File: config.mk
export PLATFORM = sky130hd
export DESIGN_NAME = output_memory_reader
export DESIGN_NICKNAME = d
export VERILOG_FILES = /design/src/rtl/mem_config_pkg.sv /design/src/rtl/pixel_skid_fifo.sv /design/src/rtl/output_memory_reader.sv
export SDC_FILE = /design/constraint.sdc
export NUM_CORES = 1
export LEC_CHECK = 0
export ABC_AREA = 1
export ABC_CLOCK_PERIOD_IN_PS = 2800
export CORE_MARGIN = 1
export CORE_UTILIZATION = 25
export DETAILED_ROUTE_END_ITERATION = 12
export SLEW_MARGIN = 30
export SYNTH_ARGS = -nofsm -noshare
export SYNTH_HDL_FRONTEND = slang
export SYNTH_SLANG_ARGS = --single-unit
File: constraint.sdc
create_clock -name clk_i -period 2.8 [get_ports clk_i]
set_clock_uncertainty 0.2 [all_clocks]
set_input_delay 0.84 -clock clk_i [delete_from_list [all_inputs] [get_ports clk_i]]
set_output_delay 0.84 -clock clk_i [all_outputs]
set_load 0.02 [all_outputs]
File: src/rtl/mem_config_pkg.sv
// Shared configuration for the output memory path: address/data widths and
// the reader FSM state type.
package mem_config_pkg;

  localparam int unsigned ADDR_WIDTH = 6;
  localparam int unsigned DATA_WIDTH = 8;

  typedef enum logic [1:0] {
    IDLE,
    READ,
    DRAIN
  } reader_state_t;

endpackage

File: src/rtl/pixel_skid_fifo.sv
// Two-entry buffer holding words returned by output_memory together with
// their end-of-frame flag until the stream sink accepts them.
module pixel_skid_fifo #(
  parameter int unsigned DATA_WIDTH = 8
) (
  input  logic                  clk_i,
  input  logic                  rst_ni,
  input  logic                  push_i,
  input  logic [DATA_WIDTH-1:0] push_data_i,
  input  logic                  push_last_i,
  input  logic                  pop_i,
  output logic                  full_o,
  output logic                  empty_o,
  output logic [DATA_WIDTH-1:0] head_data_o,
  output logic                  head_last_o
);

  logic [DATA_WIDTH:0] entry_q [2];
  logic                wr_ptr_q;
  logic                rd_ptr_q;
  logic [1:0]          count_q;
  logic                push_ok;
  logic                pop_ok;

  assign full_o      = (count_q == 2'd2);
  assign empty_o     = (count_q == 2'd0);
  assign push_ok     = push_i && !full_o;
  assign pop_ok      = pop_i && !empty_o;
  assign head_data_o = entry_q[rd_ptr_q][DATA_WIDTH-1:0];
  assign head_last_o = entry_q[rd_ptr_q][DATA_WIDTH];

  // Storage, pointers and occupancy; reset clears the entries so the head reads zero.
  always_ff @(posedge clk_i or negedge rst_ni) begin
    if (!rst_ni) begin
      for (int unsigned i = 0; i < 2; i++) begin
        entry_q[i] <= '0;
      end
      wr_ptr_q <= 1'b0;
      rd_ptr_q <= 1'b0;
      count_q  <= '0;
    end else begin
      if (push_ok) begin
        entry_q[wr_ptr_q] <= {push_last_i, push_data_i};
        wr_ptr_q          <= ~wr_ptr_q;
      end
      if (pop_ok) begin
        rd_ptr_q <= ~rd_ptr_q;
      end
      case ({push_ok, pop_ok})
        2'b10:   count_q <= count_q + 2'd1;
        2'b01:   count_q <= count_q - 2'd1;
        default: count_q <= count_q;
      endcase
    end
  end

endmodule

File: src/rtl/output_memory_reader.sv
// Streams PIXELS words out of output_memory (synchronous read, one cycle
// latency) onto a valid/ready stream, flagging the last word.
// Optional macro OUT_READER_CLEAR_EN: write zero to each address as it is read.
module output_memory_reader
  import mem_config_pkg::*;
#(
  parameter int unsigned PIXELS = 2**ADDR_WIDTH
) (
  input  logic                  clk_i,
  input  logic                  rst_ni,
  input  logic                  start_i,
  output logic                  busy_o,
  output logic                  done_o,
  output logic [ADDR_WIDTH-1:0] mem_addr_o,
  output logic                  mem_wr_en_o,
  output logic [DATA_WIDTH-1:0] mem_data_o,
  input  logic [DATA_WIDTH-1:0] mem_data_i,
  output logic                  m_valid_o,
  input  logic                  m_ready_i,
  output logic [DATA_WIDTH-1:0] m_data_o,
  output logic                  m_last_o
);

  localparam logic [ADDR_WIDTH-1:0] LAST_ADDR = ADDR_WIDTH'(PIXELS - 1);

  reader_state_t         state_q;
  logic [ADDR_WIDTH-1:0] addr_q;
  logic                  busy_q;
  logic                  done_q;
  logic                  inflight_q;
  logic                  inflight_last_q;

  logic                  fifo_full;
  logic                  fifo_empty;
  logic                  pop;
  logic [1:0]            occupancy;
  logic [1:0]            level;
  logic                  rd_issue;
  logic                  frame_end;

  // Occupancy after this cycle's pop plus the word still in the memory
  // pipeline must stay below two, otherwise the returning word has no slot.
  always_comb begin
    occupancy = fifo_full ? 2'd2 : (fifo_empty ? 2'd0 : 2'd1);
    pop       = !fifo_empty && m_ready_i;
    level     = occupancy - {1'b0, pop} + {1'b0, inflight_q};
    rd_issue  = (state_q == READ) && (level < 2'd2);
    frame_end = pop && m_last_o;
  end

  // Frame sequencing, address generation and in-flight read tracking.
  always_ff @(posedge clk_i or negedge rst_ni) begin
    if (!rst_ni) begin
      state_q         <= IDLE;
      addr_q          <= '0;
      busy_q          <= 1'b0;
      done_q          <= 1'b0;
      inflight_q      <= 1'b0;
      inflight_last_q <= 1'b0;
    end else begin
      done_q          <= 1'b0;
      inflight_q      <= rd_issue;
      inflight_last_q <= rd_issue && (addr_q == LAST_ADDR);
      case (state_q)
        IDLE: begin
          if (start_i) begin
            state_q <= READ;
            addr_q  <= '0;
            busy_q  <= 1'b1;
          end
        end
        READ: begin
          if (rd_issue) begin
            if (addr_q == LAST_ADDR) begin
              state_q <= DRAIN;
            end else begin
              addr_q <= addr_q + ADDR_WIDTH'(1);
            end
          end
        end
        DRAIN: begin
          if (frame_end) begin
            state_q <= IDLE;
            busy_q  <= 1'b0;
            done_q  <= 1'b1;
          end
        end
        default: state_q <= IDLE;
      endcase
    end
  end

  pixel_skid_fifo #(
    .DATA_WIDTH(DATA_WIDTH)
  ) u_fifo (
    .clk_i      (clk_i),
    .rst_ni     (rst_ni),
    .push_i     (inflight_q),
    .push_data_i(mem_data_i),
    .push_last_i(inflight_last_q),
    .pop_i      (pop),
    .full_o     (fifo_full),
    .empty_o    (fifo_empty),
    .head_data_o(m_data_o),
    .head_last_o(m_last_o)
  );

  assign busy_o     = busy_q;
  assign done_o     = done_q;
  assign mem_addr_o = addr_q;
  assign mem_data_o = '0;
  assign m_valid_o  = !fifo_empty;

`ifdef OUT_READER_CLEAR_EN
  assign mem_wr_en_o = rd_issue;
`else
  assign mem_wr_en_o = 1'b0;
`endif

endmodule

==> results of run 1 <==
power by group through the flow:
| stage | sequential, mW | combinational (mW) | clock, mW |
|---|---|---|---|
| floorplan | 0.797 | 0.768 | 0 |
| global placement | 0.808 | 1.09 | 0 |
| detailed placement | 0.813 | 1.12 | 0 |
| CTS | 0.808 | 1.12 | 0.368 |
| global route | 0.837 | 1.25 | 0.388 |
| finish | 0.811 | 1.10 | 0.349 |
synthesized netlist by cell type, drive strengths merged:
cell type	n	area share, %
xnor2	3	1.5
o21ai	21	7.7
nand4	7	2.4
nand2	85	19
or2	1	0.35
dfrtp	34	47
ha	3	2.1
clkbuf	1	0.21
a21oi	2	0.56
nand3	9	3.1
and2	1	0.35
inv	28	5.8
nor2	14	2.9
buf	12	5.8
clkinv	1	0.21
xor2	1	0.49
nor3	2	0.56
conb	1	0.21
worst reg2reg max path: cells and delay by family (launching register included):
| family | cells | cell delay, ns |
|---|---|---|
| fa+ha+maj | 1 | 0.29 |
| flops | 1 | 0.44 |
| simple gates | 8 | 1.06 |
layout make-up:
class,instances,area share (%)
clock buffer,6,3.68
timing repair buffer,32,14.0
inverter,29,5.02
tap,96,5.36
sequential,34,37.9
multi-input combinational,158,34.0
registers in the layout, summed over array words and instances (netlist names):
name	count
busy_o	1
done_o	1
inflight_last_q	1
inflight_q	1
mem_addr_o	6
state_q	2
u_fifo.count_q	2
u_fifo.entry_q	18
u_fifo.rd_ptr_q	1
u_fifo.wr_ptr_q	1
repair_timing:
| item | 4_1_cts | 5_1_grt |
|---|---|---|
| endpoints found under the setup margin | 0 | 1 |
| resized for setup | 0 | 1 |
| hold buffers | 0 | 0 |
placed cells by master, fill, tap and decap left out, types with 6 or more instances in the layout:
cell	count
sky130_fd_sc_hd__dfrtp_1	34
sky130_fd_sc_hd__o21ai_0	12
sky130_fd_sc_hd__clkbuf_8	6
sky130_fd_sc_hd__nand4_1	7
sky130_fd_sc_hd__nand3_1	7
sky130_fd_sc_hd__nor2_1	14
sky130_fd_sc_hd__nand2_1	83
sky130_fd_sc_hd__inv_1	27
sky130_fd_sc_hd__conb_1	9
sky130_fd_sc_hd__o21ai_2	9
sky130_fd_sc_hd__clkdlybuf4s50_1	29
metal layers:
metal  vias to the layer above  share of wire [%]  GRT usage (%)
met5                         -                  0              0
met4                         0               0.59           3.64
met2                        42                 46           17.2
met1                       677                 49           13.4
li1                        752                  -              -
met3                         2                4.5           2.56
cell families after synthesis:
kind of cell,after synthesis
compound gates,23
xor+xnor,4
fa+ha+maj,3
buf+inv,42
flops,34
other cells,1
simple gates,119
path summary, 6_finish.rpt:
path                            depth (start not counted)  slack, ns            endpoint
worst max register to register                          9       0.71       mem_addr_o[5]
worst max-delay path                                    4       0.13            m_last_o
min in group asynchronous                               2       0.78   u_fifo.entry_q[6]
max in group asynchronous                               2       1.30  u_fifo.entry_q[10]
worst min register to register                          2       0.28  u_fifo.entry_q[14]
worst min-delay path                                    2       0.28  u_fifo.entry_q[14]
==> results.txt, run 1 <==
The run finished with clean final reports. The number of nets in the finished design is 275. The XOR/XNOR share of the synthesized area came out at under 10%. The share of layout cells above drive strength 1 is 9.27%. TritonCTS created 5 clock buffers. The site row count is 30. Counting tap cells, the placed design contains a total of approximately 350 instances. The number of buffers between clock root and the deepest sink is 2.

For this block, the initial DRC count from the detailed router was 59. The post-layout instance count excluding filler cells came out at about 360. 0 antenna diodes ended up in the layout. The time the final worst path needs with I/O delays and setup is 2.67 ns.

The family with the most delay on the worst path is buffers and inverters. The number of top-level pins is 39. During synthesis, Yosys emitted a total of 0 warnings.

The synthesized-area fraction occupied by ao, oa, aoi and oai cells came out at 8.27%. The final worst setup slack is 0.126 ns. Counting stages on the worst path, the most repeated cell is sky130_fd_sc_hd__nand2_1. The area taken by flip-flops and latches came out at 851 um2.

The master cell of the clock root buffer is sky130_fd_sc_hd__clkbuf_8. The critical path is of the flip-flop to output pin type. The final design utilization is approximately a third. The starting density of the core came out at between 20% and 30%. The die outline area is 0.00755 mm2. The critical path starts at u_fifo.rd_ptr_q.

The sequential share of power came out at 35.8%. The sum of net half-perimeters after detailed placement is 2560 um. The total detailed-routing wirelength came out at 3580 um. The sequential-to-total area share from yosys stat is 47.3%. TritonCTS built the clock tree. Of the available clock period, the critical path in the final layout requires roughly 96%.

For this design the total switching power over the nets is approximately 0.94 mW. The delay contributed by the slowest stage of the critical path came out at just over 0.6 ns. The fmax came out at roughly 0.37 GHz.

The number of antenna violations at the first check in global routing came out at 0. The count of maximum capacitance violations is 0. The wire length per cell after detailed routing came out at between 10 and 15 um. The largest vdd supply drop is between 200 and 300 uV. The floorplan core area came out at 0.00687 mm2. The number of sinks handled by clock tree synthesis is 34. Setup repair after global routing left no endpoint under its margin. The number of endpoints with negative hold slack in the final report came to 0. The layout filler cell count is 743.

The worst setup path is captured at an output pin. The number of global-route vias before repair is 1,378. The maximum number of pins on one net before global-route repair came out at 35. The fraction of power spent switching nets is 41.6%. The required time of the critical path is 1.76 ns. The clock-pin slew on the worst setup and hold paths came out at 0.06 ns.

The global route total overflow came out at 0. The number of antenna-violating nets in the routed design came out at 0. Input and output buffers added on the ports amount to 29. The wire length of the first global-routing pass came out at 6140 um. The count of different cell masters after synthesis is 25. In this run the critical register-to-register path is launched from u_fifo.count_q[1]. The number of instances in the synthesized netlist came out at roughly 230. The standby leakage power is roughly 1.1 nW. The signal arrival time at the worst endpoint is around 1.6 ns. The synthesized flop and latch total is 34. Dividing total power by cell area gives a power density of 1010 mW/mm2.

OpenSTA, run right after detailed placement, puts the worst setup slack at -0.0413 ns. The area of the mapped netlist is about 0.0018 mm2. The largest individual stage delay along the critical path comes from the cell sky130_fd_sc_hd__clkdlybuf4s50_1. The share of total power dissipated in the clock network is 15.4%.

The die is 86.9 um wide. From bottom edge to top edge, the die measures around 87 um. The buffer count from post-CTS setup fixing is 0.

The number of max-slew violations in the final report is 0. The worst setup path is launched from a flip-flop. The worst min-delay path startpoint is u_fifo.entry_q[14].

The aggregate global-route resource usage is a little over a tenth. The total power of the final layout is 2.26 mW. The combined area of the multi-input logic cells is 763 um2.

The average instance in the mapped netlist occupies ~8 um2. The sum of negative setup slack came out at 0 ns. The basic-gate share of the synthesized area counting and, or, nand and nor cells is between 20 and 30%. The clock tree synthesis step divided the H-tree into 2 levels.

The total via count in the routed design came out at 1,473. The number of setup violations in the final report came out at 0. The last weighted congestion value of the routability-driven placer came out at 0.780.

After detailed placement, the total cell area comes to 0.00216 mm2. Traced cell by cell, the critical path runs through buf_4 > nand2_1 > nand2_1 > clkdlybuf4s50_1. The internal portion of the total power is 1.32 mW. At the pin with the least slew margin, the transition time is 0.811 ns.

The area of all placed cells without fillers is 0.00224 mm2. The share of total power dissipated in combinational logic is 48.8%. The worst-case headroom to the max-slew limit is 45.9%. On the final layout, the worst hold slack is 0.280 ns. The share of cell area taken by muxes after synthesis is 0%.

The detailed-router iteration count before antenna repair is 4. Of all nets on the critical path, the largest fanout is 10. The adder-cell share of the synthesized area came out at 2.08%.

After synthesis, the largest family of logic cells by area is simple AND/OR/NAND/NOR gates. The remaining routing DRC violations came out at 0. The layout overhead on the synthesized area came out at 24.5%.

The number of buffer and inverter stages on the critical path is 2. The min-delay analysis places its worst path in the category flip-flop to flip-flop. The per-cell via count in the routed design came out at 4.15. For the worst-skew pair, the clock arrives at the later sink with an insertion delay of 0.28 ns.
Note: power is estimated with default switching activity, not from simulation.
==> run 2: changes to the inputs <==
--- a/config.mk
+++ b/config.mk
@@ -9,8 +9,8 @@
 export ABC_CLOCK_PERIOD_IN_PS = 2800
 export CORE_MARGIN = 1
 export CORE_UTILIZATION = 25
+export CTS_CLUSTER_SIZE = 30
 export DETAILED_ROUTE_END_ITERATION = 12
-export SLEW_MARGIN = 30
 export SYNTH_ARGS = -nofsm -noshare
 export SYNTH_HDL_FRONTEND = slang
 export SYNTH_SLANG_ARGS = --single-unit
==> results of run 2 <==
Same layout as run 1: the final DEF is identical, and so are final timing and power.
==> edit, RTL diff (config.mk and constraints of run 2) <==
Set the package constant `ADDR_WIDTH` to 4 (it was 6).
--- a/src/rtl/mem_config_pkg.sv
+++ b/src/rtl/mem_config_pkg.sv
@@ -2,7 +2,7 @@
 // the reader FSM state type.
 package mem_config_pkg;
 
-  localparam int unsigned ADDR_WIDTH = 6;
+  localparam int unsigned ADDR_WIDTH = 4;
   localparam int unsigned DATA_WIDTH = 8;
 
   typedef enum logic [1:0] {
Interface: changed (resized mem_addr_o); port bits go from 39 to 37. No check against the original RTL was run, so the function may have changed too.
==> edit against run 2 <==
- power up 3.0%
- area after synthesis decreased by 8.5%
- routed wire length decreased by 12%
- maximum frequency up 0.55%
- setup slack gained 0.015 ns
- final area down 7.4%
- critical path type unchanged
- combinational power is essentially flat
- synthesized cell count is 12% lower
- first-iteration DRC count rose by 15%
- sequential cell count fell by 2
==> edit: results <==
metrics = {
    "power_and_ir_drop": {
        "power_leakage_nw": 1.060,
        "ir_worst_vdd_mv": 0.5483,
        "pg_clk_mw": 0.439,
    },
    "synth": {
        "synthTopCellsByArea": "dfrtp_1 49%, nand2_1 15%, inv_1 5.0%, o21ai_2 4.8%, buf_4 4.1%",
        "synth_xor_area_share_pct": 1.595,
    },
    "final_layout": {
        "regArea_sq_um": 802.0,
        "fillers": 654,
        "area_growth_pct": 25.97,
        "utilization_pct": 32.69,
        "nNonClkBuffers": 30,
        "layout.nets": 247,
    },
    "detailed_routing": {
        "totalWireLength_mm": 3.146,
        "dr.first_iter.drc_count": 68,
        "met1_length_mm": 1.421,
        "vias": 1291,
        "route.met3.wl_um": 171,
        "drt-vias-per-instance": 4.165,
        "route.met2.wl_mm": 1.513,
    },
    "global_route": {
        "grt_use_met2_pct": 16.69,
        "grt_pass1_vias": 1294,
    },
    "run_status": {
        "status": "finished, final reports clean",
    },
    "placed_design": {
        "place_congestion": 0.8297,
        "post-dp-hpwl_mm": 2.203,
        "postPlaceCellArea_sq_mm": 0.001959,
        "dpl_worst_slack_ns": 0.007083,
    },
}
## edit: cell types whose count changed after synthesis
cell	before	now
a21oi_1	2	3
dfrtp_1	34	32
inv_1	27	22
inv_2	1	2
nand2_1	83	67
nand3_1	7	6
nand4_1	7	4
nor3_1	2	1
o21ai_0	12	13
xnor2_1	3	2
## edit: critical path: cells and delay by family (launching register included)
kind,cells,cell delay (ns)
DFF,1,0.46
buffers and inverters,2,0.74
and+or+nand+nor,2,0.14
## edit: final timing paths
| kind | start | endpoint | depth (start not counted) |
|---|---|---|---|
| min reg2reg | u_fifo.entry_q[16] | u_fifo.entry_q[16] | 2 |
| min | u_fifo.entry_q[16] | u_fifo.entry_q[16] | 2 |
| max reg2reg | u_fifo.count_q[1] | mem_addr_o[1] | 9 |
| min in group asynchronous | rst_ni | mem_addr_o[0] | 2 |
| max | u_fifo.rd_ptr_q | m_data_o[2] | 4 |
| max in group asynchronous | rst_ni | u_fifo.rd_ptr_q | 2 |
